`src/rtl/countdown_timer.sv`:
```
// countdown_timer: programmable down counter with IDLE/RUN/DONE handshake; define COUNTDOWN_TIMER_AUTO_RELOAD_EN for periodic auto-reload
module countdown_timer #(
  parameter int MAX = 1023,
  parameter int STEP = 1,
  localparam int BITS = $clog2(MAX + 1)
) (
  input  logic            i_clk,
  input  logic            i_reset,
  input  logic            i_clear,
  input  logic            i_load,
  input  logic [BITS-1:0] i_load_value,
  input  logic            i_enable,
  output logic [BITS-1:0] o_count,
  output logic            o_busy,
  output logic            o_done,
  output logic            o_expired
);
  typedef enum logic [1:0] {IDLE, RUN, DONE} state_t;
  state_t          r_state, w_state;
  logic [BITS-1:0] r_count, w_count, w_load_v;
  logic            r_expired, w_expired;
  logic [BITS:0]   w_sub;
  logic            w_term;
`ifdef COUNTDOWN_TIMER_AUTO_RELOAD_EN
  logic [BITS-1:0] r_reload, w_reload;
`endif
  assign w_load_v = ({1'b0, i_load_value} > (BITS+1)'(MAX)) ? BITS'(MAX) : i_load_value;
  assign w_sub    = {1'b0, r_count} - (BITS+1)'(STEP);
  // borrow or exact zero means count <= STEP: this enabled cycle is terminal
  assign w_term   = w_sub[BITS] | (w_sub[BITS-1:0] == '0);
  // next state, count and expiry pulse; priority clear > load > enable
  always_comb begin
    w_state   = r_state;
    w_count   = r_count;
    w_expired = 1'b0;
`ifdef COUNTDOWN_TIMER_AUTO_RELOAD_EN
    w_reload  = r_reload;
`endif
    if (i_clear) begin
      w_state = IDLE;
      w_count = '0;
`ifdef COUNTDOWN_TIMER_AUTO_RELOAD_EN
      w_reload = '0;
`endif
    end else if (i_load) begin
      w_count   = w_load_v;
      w_expired = (w_load_v == '0);
      w_state   = w_expired ? DONE : RUN;
`ifdef COUNTDOWN_TIMER_AUTO_RELOAD_EN
      w_reload  = w_load_v;
`endif
    end else if (r_state == RUN && i_enable && w_term) begin
      w_expired = 1'b1;
`ifdef COUNTDOWN_TIMER_AUTO_RELOAD_EN
      w_count   = r_reload;
      w_state   = (r_reload == '0) ? DONE : RUN;
`else
      w_count   = '0;
      w_state   = DONE;
`endif
    end else if (r_state == RUN && i_enable) begin
      w_count = w_sub[BITS-1:0];
    end
  end
  // state and datapath registers with synchronous reset
  always_ff @(posedge i_clk) begin
    if (i_reset) begin
      r_state   <= IDLE;
      r_count   <= '0;
      r_expired <= 1'b0;
`ifdef COUNTDOWN_TIMER_AUTO_RELOAD_EN
      r_reload  <= '0;
`endif
    end else begin
      r_state   <= w_state;
      r_count   <= w_count;
      r_expired <= w_expired;
`ifdef COUNTDOWN_TIMER_AUTO_RELOAD_EN
      r_reload  <= w_reload;
`endif
    end
  end
  assign o_count   = r_count;
  assign o_busy    = (r_state == RUN);
  assign o_done    = (r_state == DONE);
  assign o_expired = r_expired;
endmodule

```
`config.mk`:
```
export PLATFORM = sky130hd
export DESIGN_NAME = countdown_timer
export DESIGN_NICKNAME = d
export VERILOG_FILES = /design/src/rtl/countdown_timer.sv
export SDC_FILE = /design/constraint.sdc
export NUM_CORES = 1
export LEC_CHECK = 0
export BUFFER_PORTS_ARGS = -buffer_cell sky130_fd_sc_hd__buf_2
export CORE_MARGIN = 2
export CORE_UTILIZATION = 45
export CTS_BUF_LIST = sky130_fd_sc_hd__clkbuf_2
export DETAILED_ROUTE_END_ITERATION = 16
export PLACE_DENSITY_LB_ADDON = 0.05
export SETUP_SLACK_MARGIN = 0.2
export SLEW_MARGIN = 20
export SYNTH_ARGS = -nofsm -noshare
export SYNTH_HDL_FRONTEND = slang
export SYNTH_SLANG_ARGS = --single-unit
export TNS_END_PERCENT = 50
```
`constraint.sdc`:
```
create_clock -name i_clk -period 6.2 [get_ports i_clk]
set_clock_uncertainty 0.2 [all_clocks]
set_input_delay 1.55 -clock i_clk [delete_from_list [all_inputs] [get_ports i_clk]]
set_output_delay 1.55 -clock i_clk [all_outputs]
set_load 0.02 [all_outputs]
```
==> flow_metrics.tcl, run 1 <==
set metrics [dict create \
    crit_path_max_fanout 11 \
    cts_tree "yes" \
    hp-class "reg -> reg" \
    synth_seq_area_share 0.2424 \
    path_buf_inv 1 \
    worstPathRequired_ns 6.18 \
    synth_edf_count 0 \
    cts_setup_buffers 0 \
    worstSetupPathType "in -> reg" \
    max_slew_margin 0.5492 \
    ioPinCount 28 \
    die_h_um 52.84 \
    fin_crit_ns 2.903 \
    worstHoldStart "r_state[1]$_SDFFE_PP0P_" \
    reg2reg_slack_ns 3.70 \
    holdPathStages 2 \
    r2r_start "o_count[1]$_SDFFE_PP0P_" \
    fin_crit_sh 0.4682 \
    gp_congestion 0.8463 \
    finalSetupViolCount 0 \
    drv_slew 0 \
    cts.path.max_buffers 2 \
    synth_most_common_cell "nor2_1" \
    max_freq_mhz 344.5 \
    async_reset_ff_frac 0 \
    arrival_ns 2.88 \
    synthCells 141 \
    rr_endpoint "o_count[2]$_SDFFE_PP0P_" \
    ys_warn_count 0 \
    drc 0 \
    tightest_slew_ns 0.6738 \
    routed_wl_um 3002 \
    cp_cell_sequence "buf_2 -> and3b_1 -> nor2_1 -> a2111oi_0 -> a211oi_1 -> o21ai_0" \
    wl_per_cell_um 16.05 \
    fp.dieArea_um2 2792 \
    syn_area_um2 1074 \
    cts_hold_buf 0 \
    drtAntennaViolNets 0 \
    cp-end-kind "register" \
    reg2regPathDepth 7 \
    grt_first_pass_wirelength_um 4871 \
    gr-usage-all-layers 0.2402 \
    die_w_um 52.84 \
    syn-num-nets 158 \
    synthTopCellsByArea "dfxtp_1 (24%), nor2_1 (5.2%), buf_6 (4.2%)" \
    rows 17 \
    cts_resized 0 \
    overflow 0 \
    grt_pass1_vias 988 \
    start_kind "input pin" \
    htree_num_levels 1 \
    cp_top_family "simple AND/OR/NAND/NOR gates" \
    synthToLayoutAreaGrowth_pct 9.907 \
    status "complete, no violations" \
    via_per_inst 6.214 \
    layout-drive-gt1-share 0.2579 \
    initial_utilization 0.4807 \
    seq_area_um2 260.3 \
    rsz0062_at_grt "false" \
    numCtsBuffers 3 \
    path_clk_slew_ns 0.13 \
    netlist_top_cells_count "nor2_1 (15), dfxtp_1 (13), nand2_1 (11), o21ai_0 (8), nor3_1 (7)" \
    cpMaxStageDelayCell "nor2_1" \
    hpwl_um 2210 \
    core-area_um2 2233 \
    grt_max_degree 19 \
    syn_area_per_cell_um2 7.614 \
    clock_latency_ns 0.29 \
    tns_ns 0 \
    synth_cell_type_count 42 \
    first_iter_violations 39 \
    cap_viol_max_count 0 \
    synth_flop_cell "dfxtp_1" \
    root_buffer "clkbuf_2" \
    hold-worst-slack_ns 0.3668 \
    max_stage_delay_ns 0.53 \
    hold_viol_final 0 \
    n_fill_cell 223 \
    synth_seq_cells 13 \
    synth_top_area_share 0.2424 \
    port_buffers 27 \
    whs_endpoint "r_state[1]$_SDFFE_PP0P_" \
    clock_sinks 13 \
    peakVddDrop_v 0.00009900 \
    antenna_cells 0 \
    antenna_found_initial 0 \
    nNetsFinal 177 \
    vias 1162 \
    leakagePower_nw 0.4998 \
    drt-pass1-iter-count 4 \
    multi_input_area_um2 714.4 \
    yosys.area.top_type "dfxtp_1" \
    power_density_nw_per_um2 186.5 \
]
## worst max-delay path by stage
stage,start,end,slack (ns),cells past startpoint
final,i_enable,o_count[4]$_SDFFE_PP0P_,3.30,6
after global placement,i_enable,o_count[4]$_SDFFE_PP0P_,3.08,6
after global routing,i_enable,o_count[4]$_SDFFE_PP0P_,3.11,6
after floorplan,i_load,o_count[2]$_SDFFE_PP0P_,3.35,6
after CTS,i_enable,o_count[4]$_SDFFE_PP0P_,3.29,6
after detailed placement,i_enable,o_count[4]$_SDFFE_PP0P_,2.99,6
## logic make-up after synthesis
kind of cell | synth area share
adder cells (fa/ha/maj) | 0.02331
AND/OR/NAND/NOR | 0.3345
AO/OA/AOI/OAI | 0.2599
multiplexers | 0.03963
XOR/XNOR | 0.008160
buffers and inverters | 0.09207
flip-flops | 0.2424
## registers in the layout, summed over array words and instances (netlist names)
name and count:
o_count 10, r_state 2, o_expired 1
## placed cells by master (no fill, tap or decap), drive strengths merged, types with 2 or more instances in the layout
cell type / n
a2111oi: 2
a211oi: 4
a21oi: 6
a22oi: 4
a31oi: 2
buf: 27
clkbuf: 4
dfxtp: 13
ha: 2
inv: 4
mux2: 2
mux2i: 2
nand2: 11
nand3: 6
nand4: 4
nand4b: 2
nor2: 15
nor2b: 4
nor3: 7
nor4: 7
o21ai: 9
o2bb2ai: 3
o31ai: 2
or2: 2
or4: 3
## where the power goes
part	total, W	internal (W)	switching (W)
registers	0.0000971	0.0000875	0.00000954
logic	0.0000753	0.0000298	0.0000454
clock network	0.0000477	0.0000171	0.0000306
## per-stage QoR
| stage | area, um^2 | utilization | setup slack (ns) | instances | total power [W] |
|---|---|---|---|---|---|
| 6_report | 1180 | 0.5283 | 3.297 | 187 | 0.0002200 |
| 5_1_grt | 1180 | 0.5283 | 3.114 | 187 | 0.0002350 |
| 4_1_cts | 1180 | 0.5283 | 3.291 | 187 | 0.0002191 |
| 3_5_place_dp | 1160 | 0.5193 | 2.991 | 183 | 0.0001728 |
| 3_3_place_gp | 1160 | 0.5193 | 3.081 | 183 | 0.0001723 |
| 2_1_floorplan | 1074 | - | 3.352 | 141 | 0.0001547 |
## layout make-up
cell class / count / share of cell area
multi-input cells: 111 / 0.6055
flip-flops and latches: 13 / 0.2206
repair buffers: 27 / 0.1145
well taps: 28 / 0.02969
clock buffers: 4 / 0.01697
inverters: 4 / 0.01273
## worst register-to-register path, cell delays in order, from the launching register on
cell and delay [ns]:
dfxtp_1 0.43, inv_1 0.13, ha_1 0.35, nor3b_1 0.53, a31oi_1 0.29, and4_1 0.29
a21oi_1 0.11, a21oi_1 0.07
## routing by layer
metal / global-route usage / vias to the layer above / part of all wire
li1: - / 568 / -
met1: 0.3472 / 540 / 0.47
met2: 0.3521 / 48 / 0.45
met3: 0.04000 / 6 / 0.062
met4: 0.08974 / 0 / 0.016
met5: 0 / - / 0
Power figures use the tool's default switching activity.
==> run 2: changes to the inputs <==
==> constraint.sdc (replaced) <==
create_clock -name i_clk -period 2.6 [get_ports i_clk]
set_clock_uncertainty 0.2 [all_clocks]
set_input_delay 0.65 -clock i_clk [delete_from_list [all_inputs] [get_ports i_clk]]
set_output_delay 0.65 -clock i_clk [all_outputs]
set_load 0.02 [all_outputs]
==> run 2 against run 1 <==
Net effect:
- die area is the same
- utilization grew 0.90 points
- register-to-register slack lost 3.3 ns
- global-route usage grew 0.15 points
- first-iteration DRC count grew 7.7%
- total power grew 140%
- highest routed layer unchanged
==> flow_metrics.tcl, run 2 (synthesis gave the netlist of run 1 again) <==
set metrics [dict create \
    status "complete, no violations" \
    vias 1180 \
    rr_endpoint "o_count[1]$_SDFFE_PP0P_" \
    cp-end-kind "register" \
    wl_per_cell_um 16.41 \
    hp-class "reg -> reg" \
    die_h_um 52.84 \
    endpoint "o_count[1]$_SDFFE_PP0P_" \
    worstHoldStart "r_state[1]$_SDFFE_PP0P_" \
    htree_num_levels 1 \
    drtAntennaViolNets 0 \
    r2r_start "o_count[1]$_SDFFE_PP0P_" \
    ioPinCount 28 \
    rsz0062_at_grt "false" \
    fin_crit_ns 2.224 \
    die_w_um 52.84 \
    cts_resized 0 \
    worstSetupPathType "reg -> reg" \
    first_iter_violations 42 \
    largest_reg_flops 10 \
    antenna_cells 0 \
    cts_tree "yes" \
    finalSetupViolCount 0 \
    rows 17 \
    core-area_um2 2233 \
    overflow 0 \
    clock_sinks 13 \
    final_cell_area_um2 1200 \
    cts_setup_buffers 0 \
    nNetsFinal 179 \
    synthToLayoutAreaGrowth_pct 11.77 \
    grt_max_degree 19 \
    power_density_nw_per_um2 443.9 \
    tns_ns 0 \
    hold_viol_final 0 \
    arrival_ns 2.27 \
    drt-pass1-iter-count 4 \
    drc 0 \
    drv_slew 0 \
    reg2reg_slack_ns 0.38 \
    grt_pass1_vias 1090 \
    fp.dieArea_um2 2792 \
    worstPathRequired_ns 2.64 \
    start_kind "register" \
    max_freq_mhz 449.7 \
    reg2regPathDepth 6 \
    gp_congestion 0.9044 \
    routed_wl_um 3101 \
    clock_latency_ns 0.29 \
    peakVddDrop_v 0.0002283 \
    grt_first_pass_wirelength_um 5009 \
    leakagePower_nw 0.5119 \
    layout-drive-gt1-share 0.2733 \
    tightest_slew_ns 0.5832 \
    final_common_cell "buf_2" \
    crit_path_max_fanout 9 \
    gr-usage-all-layers 0.2417 \
    post-route-util 0.5373 \
    postPlaceCellArea_um2 1175 \
    hpwl_um 2221 \
    via_per_inst 6.243 \
    startpoint "o_count[1]$_SDFFE_PP0P_" \
    cap_viol_max_count 0 \
    fin_crit_sh 0.8553 \
    final_cell_mix "buf_2 (27), nor2_1 (15), dfxtp_1 (13)" \
    path_clk_slew_ns 0.16 \
    antenna_found_initial 0 \
    cts_hold_buf 0 \
    root_buffer "clkbuf_2" \
    initial_utilization 0.4807 \
    max_slew_margin 0.6083 \
    cts.path.max_buffers 2 \
    numCtsBuffers 3 \
    port_buffers 27 \
]
==> run 2: layout make-up <==
type,instances,area (um^2)
fill,250,1033
multi-input combinational,111,719.4
sequential,13,260.3
timing repair buffer,29,150.1
tap,28,35.03
clock buffer,4,20.02
inverter,4,15.01
==> run 2: critical path, stage by stage, from the launching register on <==
cell and delay (ns):
dfxtp_1 0.52, inv_1 0.13, ha_1 0.23, nor3b_2 0.20, a31o_2 0.29, a2111oi_0 0.45, o2bb2ai_1 0.16
==> run 2: worst min-delay path by stage <==
| stage | end | slack (ns) | cells past startpoint |
|---|---|---|---|
| after floorplan | r_state[1]$_SDFFE_PP0P_ | 0.30 | 2 |
| after global placement | r_state[1]$_SDFFE_PP0P_ | 0.34 | 2 |
| after detailed placement | r_state[1]$_SDFFE_PP0P_ | 0.34 | 2 |
| after CTS | r_state[1]$_SDFFE_PP0P_ | 0.35 | 2 |
| after global routing | r_state[1]$_SDFFE_PP0P_ | 0.39 | 2 |
| final | r_state[1]$_SDFFE_PP0P_ | 0.35 | 2 |
==> run 2: stage by stage <==
stage / total power, W / std cells / hold slack (ns) / setup WS, ns
5_1_grt: 0.0005655 / 189 / 0.3868 / 0.2403
4_1_cts: 0.0005298 / 189 / 0.3494 / 0.3025
3_3_place_gp: 0.0004157 / 185 / 0.3381 / 0.3528
6_report: 0.0005326 / 189 / 0.3471 / 0.3761
3_5_place_dp: 0.0004156 / 185 / 0.3350 / 0.3314
2_1_floorplan: 0.0003688 / 141 / 0.3002 / 0.3913
==> run 2: metal layers <==
metal / up-vias / part of all wire / GRT usage
li1: 568 / - / -
met3: 7 / 0.081 / 0.03143
met5: - / 0 / 0
met1: 540 / 0.43 / 0.3206
met4: 0 / 0.013 / 0.08120
met2: 65 / 0.47 / 0.4000
==> run 2: power by group <==
| part | total (W) | leakage (nW) | switching (W) | internal [W] |
|---|---|---|---|---|
| sequential | 0.000232 | 0.106 | 0.0000230 | 0.000209 |
| combinational | 0.000185 | 0.389 | 0.000110 | 0.0000749 |
| clock | 0.000116 | 0.0166 | 0.0000753 | 0.0000408 |
==> run 3: changes to the inputs <==
--- a/config.mk
+++ b/config.mk
@@ -11,6 +11,7 @@
 export CTS_BUF_LIST = sky130_fd_sc_hd__clkbuf_2
 export DETAILED_ROUTE_END_ITERATION = 16
 export PLACE_DENSITY_LB_ADDON = 0.05
+export RECOVER_POWER = 50
 export SETUP_SLACK_MARGIN = 0.2
 export SLEW_MARGIN = 20
 export SYNTH_ARGS = -nofsm -noshare
==> run 3 against run 2 <==
Net effect:
- global-route usage unchanged
- critical path depth did not move
- die area did not move
- combinational power about the same
- total power fell by 0.97%
- count of clock-buffer cells in the layout stayed put
- critical endpoint unchanged
- hold slack is essentially flat
- clock power about the same
==> flow_metrics.tcl, run 3 (synthesis gave the netlist of run 1 again) <==
set metrics [dict create \
    finalSetupViolCount 0 \
    leakagePower_nw 0.4580 \
    p_int_w 0.0003220 \
    seqPwrFrac 0.439 \
    die_h_um 52.84 \
    post-place-ws_ns 0.3314 \
    die_w_um 52.84 \
    place_inst 185 \
    finalPower_w 0.0005275 \
    clockPowerShare 0.215 \
    largest_reg_flops 10 \
    tightest_slew_ns 0.5708 \
    peakVddDrop_v 0.0002210 \
    via_per_inst 6.175 \
    path_clk_slew_ns 0.15 \
    initial_utilization 0.4807 \
    fin_crit_sh 0.8521 \
    port_buffers 27 \
    wl_per_cell_um 16.25 \
    drv_slew 0 \
    core-area_um2 2233 \
    fin_crit_ns 2.215 \
    arrival_ns 2.25 \
    setup_ws_ns 0.3845 \
    p_switching_w 0.0002055 \
    rows 17 \
    grt_pass1_vias 1090 \
    antenna_found_initial 0 \
    rsz0062_at_grt "false" \
    final_common_cell "nor2_1" \
    clock_sinks 13 \
    antenna_cells 0 \
    drtAntennaViolNets 0 \
    final_cell_mix "nor2_1 (15), buf_2 (14), dfxtp_1 (13), clkbuf_1 (13), nand2_1 (11)" \
    status "complete, no violations" \
    final_cell_area_um2 1184 \
    clock_latency_ns 0.29 \
    n_fill_cell 262 \
    vias 1167 \
    power_density_nw_per_um2 445.6 \
    htree_num_levels 1 \
    nNetsFinal 179 \
    cp_top_family "compound AO/OA/AOI/OAI gates" \
    layout-drive-gt1-share 0.1925 \
    tns_ns 0 \
    ioPinCount 28 \
    max_stage_delay_ns 0.51 \
    cap_viol_max_count 0 \
    drc 0 \
    path_buf_inv 1 \
    worstPathRequired_ns 2.63 \
    cpMaxStageDelayCell "dfxtp_1" \
    power_frac_comb 0.346 \
    max_slew_margin 0.6166 \
    max_freq_mhz 451.4 \
    gr-usage-all-layers 0.2417 \
    postPlaceCellArea_um2 1175 \
    grt_max_degree 19 \
    grt_first_pass_wirelength_um 5009 \
    first_iter_violations 40 \
    cts_tree "yes" \
    cts.path.max_buffers 2 \
    worstSetupPathType "reg -> reg" \
    routed_wl_um 3071 \
    synthToLayoutAreaGrowth_pct 10.26 \
    crit_path_max_fanout 9 \
    gp_congestion 0.9044 \
    hp-class "reg -> reg" \
    stdcell_count 189 \
    fp.dieArea_um2 2792 \
    p_sw_frac 0.3896 \
    numCtsBuffers 3 \
    hold_viol_final 0 \
    overflow 0 \
    drt-pass1-iter-count 4 \
    hpwl_um 2221 \
    cp_cell_sequence "inv_1 -> ha_1 -> nor3b_2 -> a31o_2 -> a2111oi_0 -> o2bb2ai_1" \
    multi_input_area_um2 719.4 \
    cp-end-kind "register" \
    seq_area_um2 260.3 \
    start_kind "register" \
    root_buffer "clkbuf_2" \
    cts_setup_buffers 0 \
]
## run 3: stage by stage
stage	hold WS [ns]	utilization
floorplan	0.3002	-
global placement	0.3381	0.5261
detailed placement	0.3350	0.5261
CTS	0.3494	0.5350
global route	0.3868	0.5300
finish	0.3473	0.5300
## run 3: layout make-up
type,count,share of cell area
clock buffers,4,0.01691
inverters,4,0.01268
multi-input cells,111,0.6078
flip-flops and latches,13,0.2199
well taps,28,0.02960
repair buffers,29,0.1131
## run 3: tightest hold or removal path: cells and delay by family, from the launching register on
family	cells	cell delay [ns]
compound gates	1	0.05
flops	1	0.37
simple gates	1	0.11
## run 3: path summary, 6_finish.rpt
check	from	endpoint	slack [ns]	depth (start not counted)
max	o_count[1]$_SDFFE_PP0P_	o_count[1]$_SDFFE_PP0P_	0.38	6
min	r_state[1]$_SDFFE_PP0P_	r_state[1]$_SDFFE_PP0P_	0.35	2
max reg2reg	o_count[1]$_SDFFE_PP0P_	o_count[1]$_SDFFE_PP0P_	0.38	6
min reg2reg	r_state[1]$_SDFFE_PP0P_	r_state[1]$_SDFFE_PP0P_	0.35	2
## run 3: timing repair
action,in CTS,in global routing
endpoints found under the setup margin,0,10
resized for setup,0,1
hold buffers,0,0
## run 3: power groups by stage
stage	clock network [W]	registers, W	logic [W]
3_5_place_dp	0	0.000235	0.000180
5_1_grt	0.000128	0.000234	0.000202
3_3_place_gp	0	0.000235	0.000181
6_report	0.000113	0.000232	0.000182
4_1_cts	0.000117	0.000231	0.000182
2_1_floorplan	0	0.000231	0.000138
## run 3: layer usage
layer	track usage	routed length (um)	part of all wire
met1	0.3206	1344	0.44
met2	0.4000	1446	0.47
met3	0.03143	236	0.077
met4	0.08120	44	0.014
met5	0	0	0
